### src/rtl/mont_convert.sv
// rtl/mont_convert.sv - pipelined Montgomery-domain converter sharing one REDC core
//
// Purpose: converts coefficients into Montgomery form (mode 1: REDC(a * R2_MOD) = a*R mod q)
// and out of it (mode 0: REDC(T) = T*R^-1 mod q), R = 2^MODULUS_LENGTH, through a
// three-stage pipeline with valid/ready streams on both sides.
//
// Ports:
//   clk_i, rst_ni          clock, synchronous active-low reset
//   in_valid_i/in_ready_o  input handshake
//   in_mode_i              0 = from-Montgomery, 1 = to-Montgomery
//   in_data_i              T (bits [2k-1:0]) or a (bits [k-1:0])
//   in_tag_i               sideband tag, returned with the result
//   out_valid_o/out_ready_i output handshake
//   out_data_o             result in [0, q-1], zero-extended
//   out_tag_o              tag of the result

package params_pkg;
   localparam int LENGTH         = 64;
   localparam int MODULUS_LENGTH = 23;
   localparam int MODULUS        = 8380417;
   localparam int MOD_INV        = -8193;
endpackage

module mont_convert #(
   parameter int LENGTH         = params_pkg::LENGTH,
   parameter int MODULUS_LENGTH = params_pkg::MODULUS_LENGTH,
   parameter int MODULUS        = params_pkg::MODULUS,
   parameter int MOD_INV        = params_pkg::MOD_INV,
   parameter int R2_MOD         = 49145,
   parameter int TAG_W          = 8
) (
   input  logic              clk_i,
   input  logic              rst_ni,
   input  logic              in_valid_i,
   output logic              in_ready_o,
   input  logic              in_mode_i,
   input  logic [LENGTH-1:0] in_data_i,
   input  logic [TAG_W-1:0]  in_tag_i,
   output logic              out_valid_o,
   input  logic              out_ready_i,
   output logic [LENGTH-1:0] out_data_o,
   output logic [TAG_W-1:0]  out_tag_o
);

   localparam int K  = MODULUS_LENGTH;
   localparam int TW = 2 * K;

   localparam logic [K-1:0]  Q_K    = MODULUS[K-1:0];
   localparam logic [K-1:0]  MINV_K = MOD_INV[K-1:0];
   localparam logic [K-1:0]  R2_K   = R2_MOD[K-1:0];
   localparam logic [TW:0]   Q_W    = {{(K+1){1'b0}}, Q_K};

   // Pipeline registers
   logic              s1_valid_q, s2_valid_q, out_valid_q;
   logic [TW-1:0]     s1_t_q, s2_t_q;
   logic [K-1:0]      s2_m_q;
   logic [K-1:0]      out_data_q;
   logic [TAG_W-1:0]  s1_tag_q, s2_tag_q, out_tag_q;

   // Next-state values
   logic [TW-1:0]     s1_t_d;
   logic [K-1:0]      s2_m_d;
   logic [K-1:0]      out_data_d;

   logic              stall;
   logic              advance;
   logic [K-1:0]      a_in;
   logic [TW:0]       s3_mq;
   logic [TW:0]       s3_sum;
   logic [K:0]        s3_t;
   logic [K:0]        s3_red;
   logic              unused_bits;

   // The whole pipeline freezes as one unit; bubbles are kept so the
   // occupancy under backpressure never exceeds three beats.
   assign stall      = out_valid_q && !out_ready_i;
   assign advance    = !stall;
   assign in_ready_o = advance;

   // S1: select T. In mode 1 the a*R2_MOD product makes REDC return a*R mod q.
   assign a_in   = in_data_i[K-1:0];
   assign s1_t_d = in_mode_i ? ({{K{1'b0}}, a_in} * {{K{1'b0}}, R2_K})
                             : in_data_i[TW-1:0];

   // S2: m = T_low * (-q^-1) mod R; the K-bit product width performs the mod R.
   assign s2_m_d = s1_t_q[K-1:0] * MINV_K;

   // S3: T + m*q is divisible by R; one extra bit keeps the carry of the sum.
   assign s3_mq      = {{(K+1){1'b0}}, s2_m_q} * Q_W;
   assign s3_sum     = {1'b0, s2_t_q} + s3_mq;
   assign s3_t       = s3_sum[TW:K];
   assign s3_red     = (s3_t >= {1'b0, Q_K}) ? (s3_t - {1'b0, Q_K}) : s3_t;
   assign out_data_d = s3_red[K-1:0];

   // Low sum bits are zero by construction and the reduced top bit is zero in range.
   assign unused_bits = ^{in_data_i, s3_sum[K-1:0], s3_red[K]};

   always_ff @(posedge clk_i) begin
      if (!rst_ni) begin
         s1_valid_q  <= 1'b0;
         s2_valid_q  <= 1'b0;
         out_valid_q <= 1'b0;
         s1_t_q      <= '0;
         s2_t_q      <= '0;
         s2_m_q      <= '0;
         out_data_q  <= '0;
         s1_tag_q    <= '0;
         s2_tag_q    <= '0;
         out_tag_q   <= '0;
      end else if (advance) begin
         s1_valid_q  <= in_valid_i;
         s2_valid_q  <= s1_valid_q;
         out_valid_q <= s2_valid_q;
         if (in_valid_i) begin
            s1_t_q   <= s1_t_d;
            s1_tag_q <= in_tag_i;
         end
         if (s1_valid_q) begin
            s2_t_q   <= s1_t_q;
            s2_m_q   <= s2_m_d;
            s2_tag_q <= s1_tag_q;
         end
         // Output data only changes when a new result lands, so it holds through bubbles.
         if (s2_valid_q) begin
            out_data_q <= out_data_d;
            out_tag_q  <= s2_tag_q;
         end
      end
   end

   assign out_valid_o = out_valid_q;
   assign out_data_o  = {{(LENGTH-K){1'b0}}, out_data_q};
   assign out_tag_o   = out_tag_q;

endmodule
### config.mk
export PLATFORM = sky130hd
export DESIGN_NAME = mont_convert
export DESIGN_NICKNAME = d
export VERILOG_FILES = /design/src/rtl/mont_convert.sv
export SDC_FILE = /design/constraint.sdc
export NUM_CORES = 2
export LEC_CHECK = 0
export CAP_MARGIN = 20
export CORE_ASPECT_RATIO = 0.75
export CORE_MARGIN = 1
export CORE_UTILIZATION = 60
export DETAILED_ROUTE_END_ITERATION = 6
export PLACE_DENSITY_LB_ADDON = 0.12
export SKIP_CTS_REPAIR_TIMING = 1
export SKIP_LAST_GASP = 1
export SYNTH_ARGS = -nofsm -noshare
export SYNTH_HDL_FRONTEND = slang
export SYNTH_SLANG_ARGS = --single-unit
### constraint.sdc
create_clock -name clk_i -period 11.7 [get_ports clk_i]
set_input_delay 2.34 -clock clk_i [delete_from_list [all_inputs] [get_ports clk_i]]
set_output_delay 2.34 -clock clk_i [all_outputs]
set_load 0.01 [all_outputs]
==> flow_summary.ini <==
[synthesis]
synth_commonest_cells = 599 x inv_1, 475 x fa_1, 398 x ha_1
ys_ff_latch = 164
postSynthCellCount = 2877
synth_flop_cell = dfxtp_1
yosys.area.top_type = fa_1
syn_avg_cell_area_um2 = 9.452
async_flop_share_pct = 0
syn_area_mm2 = 0.02719
yosysMostFrequentCell = inv_1
synth_top_area_share_pct = 34.97
yosysWarnings = 0
ys_seq_area_share_pct = 12.07
synth_area_leaders = fa_1 35%, ha_1 18%, dfxtp_1 12%, inv_1 8.3%, nand2_1 3.5%
yosysUniqueCellTypes = 88
synth-edff-count = 0

[placement]
hpwl_mm = 55.37
gp_congestion = 0.9417
io_buffers = 91

[timing]
final_hold_viol_count = 0
max-slew-margin-rel_pct = 33.25
rsz0062_at_grt = false
drv_slew = 0
worstMarginPinSlew_ns = 1.001
clock-skew-final_ns = 0.01920
setup-tns-final_ns = 0
fmax_mhz = 107.9
setup_viol = 0
finalCritPeriodShare_pct = 79.22
post-route-min-period_ns = 9.268

[floorplan]
core_area_mm2 = 0.04468
die_height_um = 186.4
die_w_um = 247.8
start_util_pct = 60.86
pin_count = 151
rows = 67
dieArea_mm2 = 0.04619

[global_routing]
grt_usage_pct = 30.34
antenna_found_initial = 0
grt-ovfl-total = 0
grt_pass1_wl_mm = 108.8
grt_pass1_vias = 20780
grt_max_degree = 84

[layout]
antenna_cells = 0
area_growth_pct = 6.681
nNetsFinal = 3867
layout-drive-gt1-share_pct = 2.594

[critical_path]
worst-path-max-fanout = 8
cp-start-kind = input port
critPathTopFamily = adder cells
cp_common_cell = fa_1
crit_path_end_kind = flop
crit_buf_inv = 4
cp_data_arrival_time_ns = 9.64
required_ns = 12.07
crit_type = in2reg
crit_path_top_delay_cell = fa_1
crit_path_cell_trace = clkdlybuf4s50_1 > fa_1 > fa_1 > fa_1 > inv_1 > fa_1 > inv_1 > fa_1 > fa_1 > ha_1 > nor3_1 > nand2_1 > a2111oi_0 > buf_4 > nor3_1 > o2111ai_1 > a31oi_1 > o41a_1 > a41o_1 > nor2_1 > xor2_1 > a311oi_1
critical_path.max_stage_delay_ns = 0.78

[detailed_routing]
drc = 2
ant_nets = 0
drtIter0Drc = 1129
post_drt_via_cell_ratio = 5.588
drtPass1Iterations = 7
drt_wl_total_mm = 64.62
dr_total_vias = 19650
avgRoutedWirePerCell_um = 18.38

[clock_network]
worstSkewPairLatency_ns = 0.47
cts_root_buf = clkbuf_16
h-tree-depth = 4
clk_pin_slew_ns = 0.07
cts_buffer_depth = 2
cts_tree = done
cts_buffers = 17
clock_sink_count = 164

[status]
status = finished, violations left
failed_checks = design-rule violations

[hold_path]
hold_class = reg2reg

[run]
drv_cap = 0
[worst paths after layout]
check	from	endpoint	slack [ns]	cells past startpoint
min reg2reg	s1_t_q[32]	s2_t_q[32]	0.45	2
max	in_data_i[6]	s1_t_q[37]	2.43	22
min	s1_t_q[32]	s2_t_q[32]	0.45	2
max reg2reg	s2_m_q[5]	out_data_q[10]	2.99	24
[cell type report]
cell class / instances / area, um^2
Clock buffer: 18 / 439.2
Clock inverter: 14 / 138.9
Fill cell: 3703 / 15670
Inverter: 599 / 2251
Multi-Input combinational cell: 2035 / 21180
Sequential cell: 164 / 3283
Tap cell: 586 / 733.2
Timing Repair Buffer: 100 / 980.9
[cell usage in the layout, fill, tap and decap left out, types with 29 or more instances in the layout]
cell | synthesis | layout
ha_1 | 398 | 398
xnor2_1 | 63 | 63
mux2i_1 | 30 | 30
nand3_1 | 29 | 29
inv_1 | 599 | 598
conb_1 | 1 | 41
a21oi_1 | 182 | 182
fa_1 | 475 | 475
dfxtp_1 | 164 | 164
nor2_1 | 104 | 104
clkdlybuf4s50_1 | 0 | 90
o21ai_0 | 64 | 64
a211oi_1 | 33 | 33
a21o_1 | 35 | 35
nor3_1 | 34 | 34
nand2_1 | 255 | 254
[routing by layer]
| metal | share of wire [%] | wire length [um] | vias up | track usage [%] |
|---|---|---|---|---|
| li1 | - | - | 9321 | - |
| met1 | 47 | 30580 | 9831 | 44.22 |
| met2 | 45 | 29100 | 449 | 46.60 |
| met3 | 6.4 | 4110 | 47 | 6.903 |
| met4 | 1.3 | 824 | 0 | 5.474 |
| met5 | 0 | 0 | - | 0 |
[cells by family (layout without fill, tap and decap cells)]
logic type / count (synthesis) / count (layout) / synth area share (%)
adders and majority gates: 873 / 873 / 53.28
AOI/OAI and AO/OA: 456 / 456 / 10.64
other: 1 / 41 / 0.01379
DFF: 164 / 164 / 12.07
xor gates and xnor gates: 87 / 87 / 2.802
buffers and inverters: 718 / 731 / 10.60
muxes: 31 / 31 / 1.146
and+or+nand+nor: 547 / 547 / 9.442
[worst register-to-register path: cells and delay by family, from the launching register on]
| kind | cells | cell delay (ns) |
|---|---|---|
| simple gates | 5 | 1.49 |
| fa+ha+maj | 8 | 3.90 |
| xor+xnor | 1 | 0.24 |
| buf+inv | 4 | 0.34 |
| flops | 1 | 0.56 |
| compound gates | 6 | 2.07 |
[state kept, by name, indices dropped and copies added (netlist names), 8 cells and up]
register,count
s1_tag_q,8
out_tag_o,8
s1_t_q,46
s2_m_q,22
out_data_q,23
s2_tag_q,8
s2_t_q,46
[stage by stage]
| stage | utilization, % | cell area [um^2] | std cells | hold slack [ns] | setup WS [ns] |
|---|---|---|---|---|---|
| finish | 64.92 | 29010 | 3516 | 0.4479 | 2.432 |
| detailed placement | 63.63 | 28430 | 3484 | 0.4390 | 2.069 |
| global placement | 63.60 | 28420 | 3483 | 0.4375 | 2.155 |
| global route | 64.92 | 29010 | 3516 | 0.4627 | 1.941 |
| floorplan | - | 27340 | 2917 | 0.4287 | 3.576 |
| CTS | 64.92 | 29010 | 3516 | 0.4490 | 2.527 |
Power is not shown: default switching activity piles up to over one toggle a cycle in this logic, so the estimate is an artifact.
==> RTL edit, RTL diff (same flow settings) <==
Reset style: asynchronous (`rst_ni`), changed in one clocked block. Comments in the files are not updated.
--- a/src/rtl/mont_convert.sv
+++ b/src/rtl/mont_convert.sv
@@ -95,7 +95,7 @@
    // Low sum bits are zero by construction and the reduced top bit is zero in range.
    assign unused_bits = ^{in_data_i, s3_sum[K-1:0], s3_red[K]};
 
-   always_ff @(posedge clk_i) begin
+   always_ff @(posedge clk_i or negedge rst_ni) begin
       if (!rst_ni) begin
          s1_valid_q  <= 1'b0;
          s2_valid_q  <= 1'b0;
Check against the original RTL: not equivalent (Yosys sat finds a counterexample within 4 cycles, from zero or initial values and one cycle with rst_ni low; the reset may be asserted at any time).
==> RTL edit against the unedited design <==
Cell area increased by 1.2%; via count decreased by 6.5%; non-clock buffer count decreased by 5; wire length decreased by 2.7%; setup slack got worse by 200 ps; hold slack improved by 31 ps; utilization increased by 0.44 points; area after synthesis increased by 1.1%; sequential cell count unchanged; fmax decreased by 2.1%; critical path type unchanged.
Power is not shown: default switching activity piles up to over one toggle a cycle in this logic, so the estimate is an artifact.
==> RTL edit: results (changes against the unedited design) <==
stage,metric,value,unit,change
status,outcome,completed,,
setup_path,max_stage_delay,910,ps,+130 ps
logic_synthesis,ys_async_sr_fraction,1.000,,+1.000
drt,drt_iter0_markers,1151,,+1.9%
setup_path,rr_startpoint,s2_m_q[4],,
logic_synthesis,synth_adder_area_share,0.5272,,-0.005604
logic_synthesis,synthXorXnorAreaFrac,0.03506,,+0.007035
global_route,grt.total_usage,0.2896,,-0.01386
cells_and_area,drive_gt1_frac,0.05022,,+0.02428
min_path,min_to,s1_t_q[45],,
logic_synthesis,synthMuxAreaShare,0.04070,,+0.02925
drt,via_count,18370,,-6.5%
global_route,grt_max_degree,99,,+18%
placement,globalplace.congestion,0.9260,,-1.7%
cells_and_area,nets,3665,,-5.2%
logic_synthesis,synth.avg_cell_area,10.35,µm²,+9.5%
logic_synthesis,synth_commonest_cells,"590 x inv_1, 475 x fa_1, 398 x ha_1",,
sta,max_slew_margin,0.3473,,+0.01473
logic_synthesis,synth_compound_area_frac,0.08227,,-0.02411
drt,first_pass_iters,5,,-2
sta,whs,478.8,ps,+30.82 ps
logic_synthesis,ys_seq_area_frac,0.1493,,+0.02860
setup_path,timing.rr.end,out_data_q[17],,
setup_path,reg2reg_depth,26,,+8.3%
setup_path,slowest_stage,clkdlybuf4s50_1,,
cells_and_area,stdcell_count,3314,,-5.7%
drt,wl_per_cell,18.98,µm,+3.3%
placement,dp_hpwl,55.16,mm,-0.38%
placement,place_area,0.02878,mm²,+1.2%
logic_synthesis,synth.distinct_cells,78,,-11%
logic_synthesis,synthTopCellsByArea,"fa_1 35%, ha_1 18%, dfrtp_1 15%",,
global_route,grt_pass1_wl,104.6,mm,-3.9%
## RTL edit: cell count changes in the layout (fill, tap and decap cells not counted), moves of 14 or more
cell / delta
a211oi_1: -31
mux2_2: +69
nor2_1: -55
a31oi_1: -14
a21oi_1: -92
dfrtp_1: +164
dfxtp_1: -164
nand2_1: -121
xor2_1: +21
o21ai_0: +59
## RTL edit: worst max path at each step
stage | start | end | slack (ps)
after floorplan | in_data_i[13] | s1_t_q[38] | 3570
after global placement | in_data_i[11] | s1_t_q[38] | 1890
after detailed placement | in_data_i[11] | s1_t_q[38] | 1810
after CTS | in_data_i[11] | s1_t_q[38] | 2280
after global routing | in_data_i[11] | s1_t_q[38] | 1750
final | in_data_i[11] | s1_t_q[38] | 2230
## RTL edit: cell families (layout without fill, tap and decap cells)
group / Yosys count / count (layout)
other cells: 1 / 41
compound gates: 361 / 361
flops: 164 / 164
xor+xnor: 110 / 110
buf+inv: 685 / 718
mux: 103 / 103
simple gates: 358 / 358
fa+ha+maj: 873 / 873
## RTL edit: metal layers
layer,vias to the layer above,track usage,share of wire
met5,-,0,0
met4,0,0.04416,0.0096
met3,32,0.05678,0.059
met2,413,0.4204,0.43
met1,9388,0.4557,0.50
li1,8532,-,-
## RTL edit: cell type report
cell class | instances | area, µm² | share of cell area
Clock inverter | 13 | 135.1 | 0.004601
Tap cell | 586 | 733.2 | 0.02496
Sequential cell | 164 | 4104 | 0.1397
Inverter | 591 | 2218 | 0.07553
Timing Repair Buffer | 95 | 937.1 | 0.03191
Multi-Input combinational cell | 1846 | 20790 | 0.7078
Clock buffer | 19 | 452.9 | 0.01542
